`src/rtl/mem_bus_controller_pkg.sv`:
```
// Shared constants, state encoding and address decode for the memory bus
// controller that arbitrates the shared SRAM / UART data bus.
package mem_bus_controller_pkg;

  // Memory-mapped UART registers; every other address goes to SRAM.
  localparam logic [15:0] UART_DATA_ADDR = 16'hBF00;
  localparam logic [15:0] UART_STAT_ADDR = 16'hBF01;

  // Request encodings seen on memReadWrite_i / memEnable_i.
  localparam logic MEM_READ   = 1'b0;
  localparam logic MEM_WRITE  = 1'b1;
  localparam logic MEM_ENABLE = 1'b1;

  typedef enum logic [3:0] {
    ST_IDLE          = 4'd0,
    ST_SRAM_RD       = 4'd1,
    ST_SRAM_WR_SETUP = 4'd2,
    ST_SRAM_WR_PULSE = 4'd3,
    ST_SRAM_WR_HOLD  = 4'd4,
    ST_UART_RD1      = 4'd5,
    ST_UART_RD2      = 4'd6,
    ST_UART_WR       = 4'd7,
    ST_UART_WR_WAIT  = 4'd8,
    ST_DONE          = 4'd9
  } state_t;

  typedef enum logic [1:0] {
    TGT_SRAM      = 2'd0,
    TGT_UART_DATA = 2'd1,
    TGT_UART_STAT = 2'd2
  } target_t;

  // Map an access address onto the device that services it.
  function automatic target_t decode_target(input logic [15:0] addr);
    target_t tgt;
    if (addr == UART_DATA_ADDR) begin
      tgt = TGT_UART_DATA;
    end else if (addr == UART_STAT_ADDR) begin
      tgt = TGT_UART_STAT;
    end else begin
      tgt = TGT_SRAM;
    end
    return tgt;
  endfunction

endpackage

```
`src/rtl/mem_bus_controller_if.sv`:
```
// Request/response bundle between mem_control (master) and the bus
// controller (slave).
//
// Handshake: memEnable_i is the request valid. The controller is ready only
// while idle; a request is taken on the rising edge where valid is high and
// the controller is idle. memBusy_o stays high from that edge until the
// completion cycle, in which memDone_o pulses for one cycle and
// memDataRead_o holds the read result. Address, data and direction are
// captured at acceptance, so the master may change or drop them afterwards.
interface mem_bus_controller_if;

  logic [15:0] memAddress_i;
  logic [15:0] memDataWrite_i;
  logic        memReadWrite_i;
  logic        memEnable_i;
  logic [15:0] memDataRead_o;
  logic        memBusy_o;
  logic        memDone_o;

  modport master (
    output memAddress_i,
    output memDataWrite_i,
    output memReadWrite_i,
    output memEnable_i,
    input  memDataRead_o,
    input  memBusy_o,
    input  memDone_o
  );

  modport slave (
    input  memAddress_i,
    input  memDataWrite_i,
    input  memReadWrite_i,
    input  memEnable_i,
    output memDataRead_o,
    output memBusy_o,
    output memDone_o
  );

endinterface

```
`src/rtl/mem_bus_controller.sv`:
```
// Memory bus controller: turns single mem_control requests into SRAM or UART
// bus cycles on a shared 16-bit data bus. The tristate buffer itself lives
// above this block; dataBusDrive_o tells it when to drive dataBus_o.
module mem_bus_controller
  import mem_bus_controller_pkg::*;
(
  input  logic                 clk,
  input  logic                 rst,
  mem_bus_controller_if.slave  bus,
  output logic [17:0]          ramAddr_o,
  output logic                 ramEN_o,
  output logic                 ramOE_o,
  output logic                 ramWE_o,
  input  logic [15:0]          dataBus_i,
  output logic [15:0]          dataBus_o,
  output logic                 dataBusDrive_o,
  output logic                 uartRdn_o,
  output logic                 uartWrn_o,
  input  logic                 uartDataReady_i,
  input  logic                 uartTbre_i,
  input  logic                 uartTsre_i,
  output state_t               dbg_state_o
);

  state_t      state_q, state_d;
  logic [15:0] addr_q,  addr_d;
  logic [15:0] wdata_q, wdata_d;
  logic [15:0] rdata_q, rdata_d;

  logic        ram_en_n;
  logic        ram_oe_n;
  logic        ram_we_n;
  logic        drive;
  logic        uart_rd_n;
  logic        uart_wr_n;
  logic        done;

  // State and captured request registers; reset aborts any bus cycle at once.
  always_ff @(posedge clk or posedge rst) begin
    if (rst) begin
      state_q <= ST_IDLE;
      addr_q  <= '0;
      wdata_q <= '0;
      rdata_q <= '0;
    end else begin
      state_q <= state_d;
      addr_q  <= addr_d;
      wdata_q <= wdata_d;
      rdata_q <= rdata_d;
    end
  end

  // Next-state logic: pick the bus sequence at acceptance, capture read data.
  always_comb begin
    state_d = state_q;
    addr_d  = addr_q;
    wdata_d = wdata_q;
    rdata_d = rdata_q;
    case (state_q)
      ST_IDLE: begin
        if (bus.memEnable_i == MEM_ENABLE) begin
          addr_d  = bus.memAddress_i;
          wdata_d = bus.memDataWrite_i;
          case (decode_target(bus.memAddress_i))
            TGT_UART_DATA: begin
              state_d = (bus.memReadWrite_i == MEM_WRITE) ? ST_UART_WR : ST_UART_RD1;
            end
            TGT_UART_STAT: begin
              // Status is a read-only register; a write simply completes.
              state_d = ST_DONE;
              if (bus.memReadWrite_i == MEM_READ) begin
                rdata_d = {14'b0, uartDataReady_i, uartTbre_i & uartTsre_i};
              end
            end
            default: begin
              state_d = (bus.memReadWrite_i == MEM_WRITE) ? ST_SRAM_WR_SETUP : ST_SRAM_RD;
            end
          endcase
        end
      end
      ST_SRAM_RD: begin
        rdata_d = dataBus_i;
        state_d = ST_DONE;
      end
      ST_SRAM_WR_SETUP: state_d = ST_SRAM_WR_PULSE;
      ST_SRAM_WR_PULSE: state_d = ST_SRAM_WR_HOLD;
      ST_SRAM_WR_HOLD:  state_d = ST_DONE;
      ST_UART_RD1:      state_d = ST_UART_RD2;
      ST_UART_RD2: begin
        rdata_d = {8'b0, dataBus_i[7:0]};
        state_d = ST_DONE;
      end
      ST_UART_WR:       state_d = ST_UART_WR_WAIT;
      ST_UART_WR_WAIT: begin
        // Transmitter shift register empty means the byte has left.
        if (uartTsre_i) begin
          state_d = ST_DONE;
        end
      end
      ST_DONE:          state_d = ST_IDLE;
      default:          state_d = ST_IDLE;
    endcase
  end

  // Bus strobes decoded from the registered state only, so they are glitch-free
  // with respect to the request inputs and drop as soon as reset forces IDLE.
  always_comb begin
    ram_en_n  = 1'b1;
    ram_oe_n  = 1'b1;
    ram_we_n  = 1'b1;
    drive     = 1'b0;
    uart_rd_n = 1'b1;
    uart_wr_n = 1'b1;
    done      = 1'b0;
    case (state_q)
      ST_SRAM_RD: begin
        ram_en_n = 1'b0;
        ram_oe_n = 1'b0;
      end
      ST_SRAM_WR_SETUP: begin
        ram_en_n = 1'b0;
        drive    = 1'b1;
      end
      ST_SRAM_WR_PULSE: begin
        ram_en_n = 1'b0;
        ram_we_n = 1'b0;
        drive    = 1'b1;
      end
      ST_SRAM_WR_HOLD: begin
        ram_en_n = 1'b0;
        drive    = 1'b1;
      end
      ST_UART_RD1,
      ST_UART_RD2: begin
        uart_rd_n = 1'b0;
      end
      ST_UART_WR: begin
        drive     = 1'b1;
        uart_wr_n = 1'b0;
      end
      ST_UART_WR_WAIT: begin
        // Keep the byte on the bus past the rising edge of the write strobe.
        drive = 1'b1;
      end
      ST_DONE: begin
        done = 1'b1;
      end
      default: begin
        done = 1'b0;
      end
    endcase
  end

  assign ramAddr_o      = {2'b00, addr_q};
  assign ramEN_o        = ram_en_n;
  assign ramOE_o        = ram_oe_n;
  assign ramWE_o        = ram_we_n;
  assign dataBus_o      = wdata_q;
  assign dataBusDrive_o = drive;
  assign uartRdn_o      = uart_rd_n;
  assign uartWrn_o      = uart_wr_n;
  assign dbg_state_o    = state_q;

  // Busy also covers the request cycle itself so the pipeline stalls at once;
  // reset overrides the combinational path from memEnable_i.
  assign bus.memBusy_o     = !rst && ((state_q != ST_IDLE) || (bus.memEnable_i == MEM_ENABLE));
  assign bus.memDone_o     = done;
  assign bus.memDataRead_o = rdata_q;

endmodule

```
`src/flat_wrapper.sv`:
```
// flat-port wrapper written by rule: the top's interface ports become plain ports
module mem_bus_controller_flat import mem_bus_controller_pkg::*;
  (clk, rst, ramAddr_o, ramEN_o, ramOE_o, ramWE_o, dataBus_i, dataBus_o, dataBusDrive_o, uartRdn_o, uartWrn_o, uartDataReady_i, uartTbre_i, uartTsre_i, dbg_state_o, bus_memAddress_i, bus_memDataWrite_i, bus_memReadWrite_i, bus_memEnable_i, bus_memDataRead_o, bus_memBusy_o, bus_memDone_o);
  mem_bus_controller_if bus_i ();
  input  logic clk;
  input  logic rst;
  output logic [17:0] ramAddr_o;
  output logic ramEN_o;
  output logic ramOE_o;
  output logic ramWE_o;
  input  logic [15:0] dataBus_i;
  output logic [15:0] dataBus_o;
  output logic dataBusDrive_o;
  output logic uartRdn_o;
  output logic uartWrn_o;
  input  logic uartDataReady_i;
  input  logic uartTbre_i;
  input  logic uartTsre_i;
  output state_t dbg_state_o;
  input wire logic [$bits(bus_i.memAddress_i)-1:0] bus_memAddress_i;
  input wire logic [$bits(bus_i.memDataWrite_i)-1:0] bus_memDataWrite_i;
  input wire logic [$bits(bus_i.memReadWrite_i)-1:0] bus_memReadWrite_i;
  input wire logic [$bits(bus_i.memEnable_i)-1:0] bus_memEnable_i;
  output wire logic [$bits(bus_i.memDataRead_o)-1:0] bus_memDataRead_o;
  output wire logic [$bits(bus_i.memBusy_o)-1:0] bus_memBusy_o;
  output wire logic [$bits(bus_i.memDone_o)-1:0] bus_memDone_o;
  assign bus_i.memAddress_i = bus_memAddress_i;
  assign bus_i.memDataWrite_i = bus_memDataWrite_i;
  assign bus_i.memReadWrite_i = bus_memReadWrite_i;
  assign bus_i.memEnable_i = bus_memEnable_i;
  assign bus_memDataRead_o = bus_i.memDataRead_o;
  assign bus_memBusy_o = bus_i.memBusy_o;
  assign bus_memDone_o = bus_i.memDone_o;
  mem_bus_controller u_core (.clk(clk), .rst(rst), .bus(bus_i), .ramAddr_o(ramAddr_o), .ramEN_o(ramEN_o), .ramOE_o(ramOE_o), .ramWE_o(ramWE_o), .dataBus_i(dataBus_i), .dataBus_o(dataBus_o), .dataBusDrive_o(dataBusDrive_o), .uartRdn_o(uartRdn_o), .uartWrn_o(uartWrn_o), .uartDataReady_i(uartDataReady_i), .uartTbre_i(uartTbre_i), .uartTsre_i(uartTsre_i), .dbg_state_o(dbg_state_o));
endmodule
```
`config.mk`:
```
export PLATFORM = sky130hd
export DESIGN_NAME = mem_bus_controller_flat
export DESIGN_NICKNAME = d
export VERILOG_FILES = /design/src/rtl/mem_bus_controller_pkg.sv /design/src/rtl/mem_bus_controller_if.sv /design/src/rtl/mem_bus_controller.sv /design/src/flat_wrapper.sv
export SDC_FILE = /design/constraint.sdc
export NUM_CORES = 1
export LEC_CHECK = 0
export ABC_CLOCK_PERIOD_IN_PS = 2000
export BUFFER_PORTS_ARGS = -buffer_cell sky130_fd_sc_hd__buf_2
export CORE_AREA = 2 2 87 89
export DETAILED_ROUTE_END_ITERATION = 12
export DIE_AREA = 0 0 89 91
export HOLD_SLACK_MARGIN = 0.02
export PLACE_DENSITY = 0.63
export SKIP_CTS_REPAIR_TIMING = 1
export SYNTH_ARGS = -nofsm -noshare
export SYNTH_HDL_FRONTEND = slang
export SYNTH_SLANG_ARGS = --single-unit
```
`constraint.sdc`:
```
create_clock -name clk -period 2 [get_ports clk]
set_input_delay 0.4 -clock clk [delete_from_list [all_inputs] [get_ports clk]]
set_output_delay 0.4 -clock clk [all_outputs]
set_load 0.03 [all_outputs]
```
Word level (Yosys, flattened, before mapping)
Cells that the tools add are included.
- bits in writable memories: 0
- bits in registers: 52
- memories kept: 0
- logic and storage cells: 56
- input bits: 55
- ROM bits: 0
- bits in latches: 0
- bitwise operators: 1
- divide/modulo/power cells: 0
- $lt $le $gt $ge: 0
- shift-type cells: 0
- reduce and logical (&&, ||, !) cells: 13
- add/sub/neg operators: 0
- $mul: 0
- multiplexer cells: 21
- equal/unequal tests: 17
- operators with widths (operator ; number):
    2-to-1 mux 16 bit ; 3
    one-hot mux 16 bit (3 select lines) ; 1
    == test 16 bit, second input constant ; 2
    one-hot mux 4 bit (7 select lines) ; 1
    == test 4 x 3 -> 1 bit, second input constant ; 4
    2-to-1 mux 2 bit ; 6
    == test 4 x 2 -> 1 bit, second input constant ; 2
    == test 4 bit, second input constant ; 2
    2-to-1 mux 4 bit ; 2
    inequality test 2 bit, second input constant ; 4
    one-hot mux 4 bit (2 select lines) ; 1
    2-to-1 mux 1 bit ; 7
    OR reduction 5 bit ; 1
    == test 4 x 1 -> 1 bit, second input constant ; 1
    logical NOT 4 bit ; 1
    AND reduction 2 bit ; 2
    AND reduction 4 bit ; 1
    nonzero test 4 bit ; 1
    OR reduction 4 bit ; 1
    nonzero test 3 bit ; 1
    OR reduction 3 bit ; 1
    == test 2 x 1 -> 1 bit, second input constant ; 1
    == test 2 bit, second input constant ; 1
    OR reduction 2 bit ; 1
    other kinds (4) ; 4

Logic depth before layout (Yosys ltp)
Gate-level depths: netlist of run 1.
- depth in word-level cells: 9
- depth in mapped cells: 7

Worst setup path after synthesis of run 1
Ideal clock, no wire load.
- kind: reg2out
- from: reg u_core.state_q[2] (netlist: u_core.dbg_state_o[2])
- to: out dataBusDrive_o
- data arrival time: 1944 ps
- cell stages (with the launch flop): 5
- setup slack: -344 ps
- data required time: 1600 ps
- path buffers: 2
- cells stage by stage: dfrtp_1 > clkbuf_1 > clkbuf_1 > xnor2_1 > o32ai_1
- cells in the longest elaborated chain, start to end: 3
- RTL lines (what ; RTL line ; source):
    from (decl) ; mem_bus_controller.sv:25 ; state_t state_q, state_d;
    from (signal assigned) ; mem_bus_controller.sv:46 ; state_q <= state_d;
    == test 4 x 2 -> 1 bit (tied with other cells) ; mem_bus_controller.sv:115 ; case (state_q)
    OR reduction 5 bit (no source line) (*) ; -- ;
    2-to-1 mux 1 bit (*) ; mem_bus_controller.sv:115 ;
    to (decl) ; flat_wrapper.sv:13 ; output logic dataBusDrive_o;
Mark *: on every way between the ends. The rest lies on a longest branch, timed or not.

Worst setup path after layout of run 1
- from: reg u_core.state_q[1] (netlist: u_core.dbg_state_o[1])
- to: out bus_memBusy_o
- cells in the longest elaborated chain, start to end: 3
- RTL lines (what ; RTL line ; source):
    nonzero test 4 bit ; mem_bus_controller.sv:166 ; assign bus.memBusy_o = !rst && ((state_q != ST_IDLE) || (bus.memEnable_i == MEM_ENABLE));
    logical OR 1 bit ; mem_bus_controller.sv:166 ;
    logical AND 1 bit ; mem_bus_controller.sv:166 ;
    to (decl) ; flat_wrapper.sv:25 ; output wire logic [$bits(bus_i.memBusy_o)-1:0] bus_memBusy_o;
No other way between the ends.

==> results.yml, run 1 <==
finish:
  syn_to_final_growth_pct: 41.3
  stdcell_count: 442
  fin_util_pct: 48.7
  nFillCells: 706
  antenna_cells: 0
  drive_above_1_share_pct: 58.6
  nNetsFinal: 397
sta:
  rsz0062_at_grt: "true"
  setup_viol: 1
  skew_ns: 0.00732
  period_share_pct: 101
  fin_crit_ns: 2.02
  final-hold-violation-count: 0
  layout_setup_ws_ns: -0.0174
  holdWs_ns: 0.143
  maxSlewViolCount: 0
  fmax_mhz: 496
worst_setup_path:
  ff2ff_setup_slack_ns: 0.12
  slowest_delay_ns: 0.56
  cp_top_family: "simple AND/OR/NAND/NOR gates"
  path_cells: "or4_4 > nor2_4 > nor2_1 > buf_4"
  crit_fanout: 5
  endpoint_kind: "primary output"
  crit_required_ns: 1.60
  crit_buf_inv: 1
  rr_startpoint: "u_core.dbg_state_o[3]"
  startpoint_type: "register"
  critPathSlowestCell: "or4_4"
  crit_type: "reg2out"
  ff2ff_path_depth: 7
  r2r-end: "u_core.bus.memDataRead_o[12]"
  arrival_ns: 1.62
floorplanning:
  rows: 31
  io_pins: 117
  die_h_um: 91
  die_area_um2: 8100
  dieWidth_um: 89
  core_area_um2: 7140
  start_util_pct: 34.5
synth:
  synth.area.top_cells: "dfrtp_1 53%, mux2_2 15%, a22o_1 2.8%"
  ys_top_cells_by_count: "52 x dfrtp_1, 32 x mux2_2, 17 x nand2_1"
  yosysWarningCount: 0
  synth_cell_types: 45
  synth_top_cell_area_share_pct: 52.9
  synth.most_common_cell: "dfrtp_1"
  ys_seq_area_share_pct: 52.9
  syn_area_per_cell_um2: 11.9
  syn_inst: 207
  ys_async_sr_fraction_pct: 100
  synth_area_um2: 2460
  synth_edf_count: 0
  synth_flop_cell: "dfrtp_1"
  synth_area_leader_cell: "dfrtp_1"
  ys_ff_latch: 52
clock_tree:
  cts_tree: "done"
  clk_path_buf_depth: 2
  root_buffer: "clkbuf_8"
  cts.clk_slew.worst_paths_ns: 0.10
  cts-buffers-inserted: 5
  clkSinkCount: 52
  clock_latency_ns: 0.31
  htree_levels: 2
global_route:
  grt_start_max_net_pins: 28
  antenna_found_initial: 0
  grtUsageTotal_pct: 14.5
  grt_pass1_wl_um: 9360
  grt-ovfl-total: 0
  grt_use_met3_pct: 5.27
  grt_pass1_vias: 1947
  use_met2_pct: 24.5
  grt.busiest_layer: "met2"
  met1_usage_pct: 18.0
drt:
  vias_per_cell: 4.83
  routedWlPerCell_um: 14.0
  ant_nets: 0
  drcViolationCount: 0
  drt_wl_total_um: 6170
  vias: 2133
  drt_iter0_drc: 71
  first_pass_iters: 4
flow_run:
  max-cap-violations: 0
status:
  violations: "setup timing"
  status: "finished with violations"
placed_design:
  place_inst: 424
  io_buffers: 114
  dp_slack_ns: 0.0177
  dp_hpwl_um: 4590
  globalplace.congestion: 0.759
power_and_ir_drop:
  ir_drop_v: 0.000778
  p_leak_nw: 1.66
  power_density_nw_per_um2: 1770
min_path:
  min_path_type: "in2async"
==> worst max path at each step <==
stage	cells after the start	endpoint	slack, ns	start
2_1_floorplan	4	dataBusDrive_o	0.03	u_core.dbg_state_o[2]
3_3_place_gp	6	u_core.bus.memDataRead_o[9]	0.04	bus_memAddress_i[4]
3_5_place_dp	6	u_core.bus.memDataRead_o[9]	0.02	bus_memAddress_i[4]
4_1_cts	4	bus_memBusy_o	-0.20	u_core.dbg_state_o[0]
5_1_grt	4	bus_memBusy_o	-0.07	u_core.dbg_state_o[2]
6_report	4	bus_memBusy_o	-0.02	u_core.dbg_state_o[1]
==> stage by stage <==
step	power [mW]	cell area [um^2]	TNS (ns)
finish	6.15	3480	-0.0174
global route	6.54	3480	-0.129
CTS	5.96	3330	-0.406
detailed placement	5.30	3230	0
global placement	5.24	3230	0
floorplan	4.35	2480	0
==> worst min-delay path, stage by stage <==
cell	delay (ns)
buf_2	0.11
inv_2	0.05
buf_4	0.30
==> per-layer routing <==
metal / vias up / routed length [um]
met1: 1028 / 2600
met5: - / 0
met2: 73 / 3080
met3: 11 / 433
li1: 1021 / -
met4: 0 / 57
==> registers in the layout, summed over array words and instances, names as in the netlist <==
name / cells
u_core.dbg_state_o: 4
u_core.bus.memDataRead_o: 16
u_core.addr_q: 16
u_core.dataBus_o: 16
==> cell type report <==
type,instances,area (um^2),area share (%)
Clock buffer,5,68.8,1.98
Clock inverter,3,26.3,0.755
Inverter,5,18.8,0.540
Multi-Input combinational cell,135,1090,31.3
Sequential cell,52,1310,37.6
Tap cell,99,124,3.56
Timing Repair Buffer,143,847,24.4
==> layout by cell type, fill, tap and decap left out, types with 4 or more instances in the layout <==
cell type    n
nor2_1       7
buf_4       27
a22o_1       8
dfrtp_2      4
clkbuf_8     5
o21ai_0      4
mux2_2      32
buf_2      110
o21ai_1      6
dfrtp_1     48
a31oi_1      4
nand2_1     17
nor2b_1      4
==> cell families (layout without fill, tap and decap cells) <==
| kind of cell | Yosys count | in the layout | synth area share (%) |
|---|---|---|---|
| flip-flops | 52 | 52 | 52.9 |
| AND/OR/NAND/NOR | 64 | 64 | 16.0 |
| buffers and inverters | 21 | 156 | 5.13 |
| multiplexers | 32 | 32 | 14.6 |
| AO/OA/AOI/OAI | 33 | 33 | 9.81 |
| other | 1 | 2 | 0.152 |
| XOR/XNOR | 4 | 4 | 1.42 |
==> report_power, final <==
part           leakage, nW  internal [mW]  switching (mW)
sequential           0.618           1.58           0.279
combinational         1.00           1.47            2.20
clock               0.0423          0.255           0.374
Note: power is estimated with default switching activity, not from simulation.
==> inputs of run 2 (changes only) <==
==> constraint.sdc (replaced) <==
create_clock -name clk -period 2 [get_ports clk]
set_input_delay 0.3 -clock clk [delete_from_list [all_inputs] [get_ports clk]]
set_output_delay 0.3 -clock clk [all_outputs]
set_load 0.03 [all_outputs]
==> run 2 against run 1 <==
Compared with the run above:
- the flow now finishes without violations
- critical path depth is the same
- worst setup slack improved by 0.082 ns
- clock power rose by 17%
- die area unchanged
- worst hold slack got worse by 0.089 ns
- wire length is 1.0% lower
- sequential power about the same
- first-iteration DRC count rose by 2.8%
- combinational power down 5%
- via count down 1.9%
- cell area shrank 3.2%
- largest power group unchanged
==> results.yml, run 2 (synthesized netlist as in run 1, its figures left out) <==
floorplanning:
  io_pins: 117
  core_area_um2: 7140
  die_area_um2: 8100
  start_util_pct: 34.5
  dieWidth_um: 89
  rows: 31
  die_h_um: 91
clock_tree:
  clock_latency_ns: 0.30
  clkSinkCount: 52
  root_buffer: "clkbuf_8"
  cts.clk_slew.worst_paths_ns: 0.10
  cts_tree: "done"
  clk_path_buf_depth: 2
  htree_levels: 2
  cts-buffers-inserted: 5
finish:
  final_common_cell: "buf_2"
  antenna_cells: 0
  syn_to_final_growth_pct: 36.8
  design_area_um2: 3370
  nNetsFinal: 388
  mostFrequentLayoutCells: "113 x buf_2, 49 x dfrtp_1, 32 x mux2_2, 18 x buf_4, 17 x nand2_1"
  drive_above_1_share_pct: 56.3
  stdcell_count: 433
worst_setup_path:
  crit_top_cell: "nor2_1"
  arrival_ns: 1.64
  crit_path_start: "u_core.dbg_state_o[1]"
  r2r-end: "u_core.bus.memDataRead_o[8]"
  critPathSlowestCell: "or4_4"
  startpoint_type: "register"
  endpoint_kind: "primary output"
  ff2ff_setup_slack_ns: 0.13
  crit_buf_inv: 1
  worstSetupEndpoint: "bus_memBusy_o"
  cp_num_cells: 4
  cp_top_family: "simple AND/OR/NAND/NOR gates"
  crit_type: "reg2out"
  rr_startpoint: "u_core.dbg_state_o[1]"
  ff2ff_path_depth: 6
  crit_fanout: 6
  path_cells: "or4_4 > nor2_1 > nor2_1 > buf_2"
  slowest_delay_ns: 0.54
  crit_required_ns: 1.70
power_and_ir_drop:
  p_leak_nw: 1.62
  p_total_mw: 6.08
  power_density_nw_per_um2: 1810
  ir_drop_v: 0.000847
global_route:
  antenna_found_initial: 1
  grtUsageTotal_pct: 14.8
  grt-ovfl-total: 0
  grt_start_max_net_pins: 29
  grt_pass1_vias: 2051
  grt_pass1_wl_um: 9400
sta:
  max_slew_margin_pct: 63.8
  fin_crit_ns: 1.94
  tns_ns: 0
  period_share_pct: 96.8
  final-hold-violation-count: 0
  rsz0062_at_grt: "true"
  tightest_slew_ns: 0.542
  setup_viol: 0
  maxSlewViolCount: 0
  fmax_mhz: 517
  skew_ns: 0.00390
drt:
  drt_wl_total_um: 6110
  vias: 2092
  first_pass_iters: 4
  vias_per_cell: 4.83
  drcViolationCount: 0
  routedWlPerCell_um: 14.1
  ant_nets: 0
  drt_iter0_drc: 73
placed_design:
  dpl_cell_area_um2: 3200
  io_buffers: 114
  dp_hpwl_um: 4580
  place_inst: 419
  globalplace.congestion: 0.741
status:
  status: "completed"
min_path:
  min_path_type: "in2async"
flow_run:
  max-cap-violations: 0
run 2: cell count changes in the layout (fill, tap and decap cells not counted), moves of 2 or more:
cell        previous run  this run
buf_4                 27        18
buf_6                  3         0
clkinvlp_4             2         0
buf_2                110       113
run 2: worst reg2reg max path, stage by stage, from the launching register on:
cell and delay (ns):
dfrtp_2 0.46, buf_4 0.15, nor4_1 0.32, and2_1 0.25, buf_4 0.22, a31oi_4 0.16
a22o_1 0.22
run 2: final cells by class:
| class | count | area, um^2 |
|---|---|---|
| Timing Repair Buffer | 134 | 748 |
| Fill cell | 703 | 3770 |
| Clock inverter | 2 | 38.8 |
| Tap cell | 99 | 124 |
| Inverter | 5 | 18.8 |
| Sequential cell | 52 | 1310 |
| Clock buffer | 6 | 72.6 |
| Multi-Input combinational cell | 135 | 1060 |
run 2: worst min path at each step:
stage,depth (start not counted),endpoint,start,slack [ns]
global placement,2,u_core.addr_q[0],rst,0.40
CTS,2,u_core.dataBus_o[0],rst,0.06
floorplan,1,u_core.dbg_state_o[3],uartTsre_i,0.41
detailed placement,2,u_core.addr_q[0],rst,0.40
finish,2,u_core.addr_q[0],rst,0.05
global route,2,u_core.dataBus_o[14],rst,0.1
run 2: layer usage:
layer / GRT usage (%) / wire (um) / vias to the layer above
met5: 0 / 0 / -
met4: 4.98 / 128 / 0
met3: 4.27 / 384 / 12
met2: 23.6 / 2880 / 76
met1: 19.1 / 2710 / 1009
li1: - / - / 995
run 2: power breakdown:
group          leakage [nW]  switching (mW)  internal (mW)
registers             0.619           0.294           1.58
clock network        0.0558           0.357          0.379
logic                 0.945            2.14           1.33
total                  1.62            2.79           3.29
run 2: stage by stage:
| step | hold WS, ns | worst slack [ns] | utilization (%) |
|---|---|---|---|
| 2_1_floorplan | 0.406 | 0.0395 | - |
| 3_3_place_gp | 0.405 | 0.0781 | 44.8 |
| 3_5_place_dp | 0.405 | 0.0464 | 44.8 |
| 4_1_cts | 0.0645 | -0.0557 | 46.3 |
| 5_1_grt | 0.0970 | -0.0202 | 47.2 |
| 6_report | 0.0539 | 0.0645 | 47.2 |
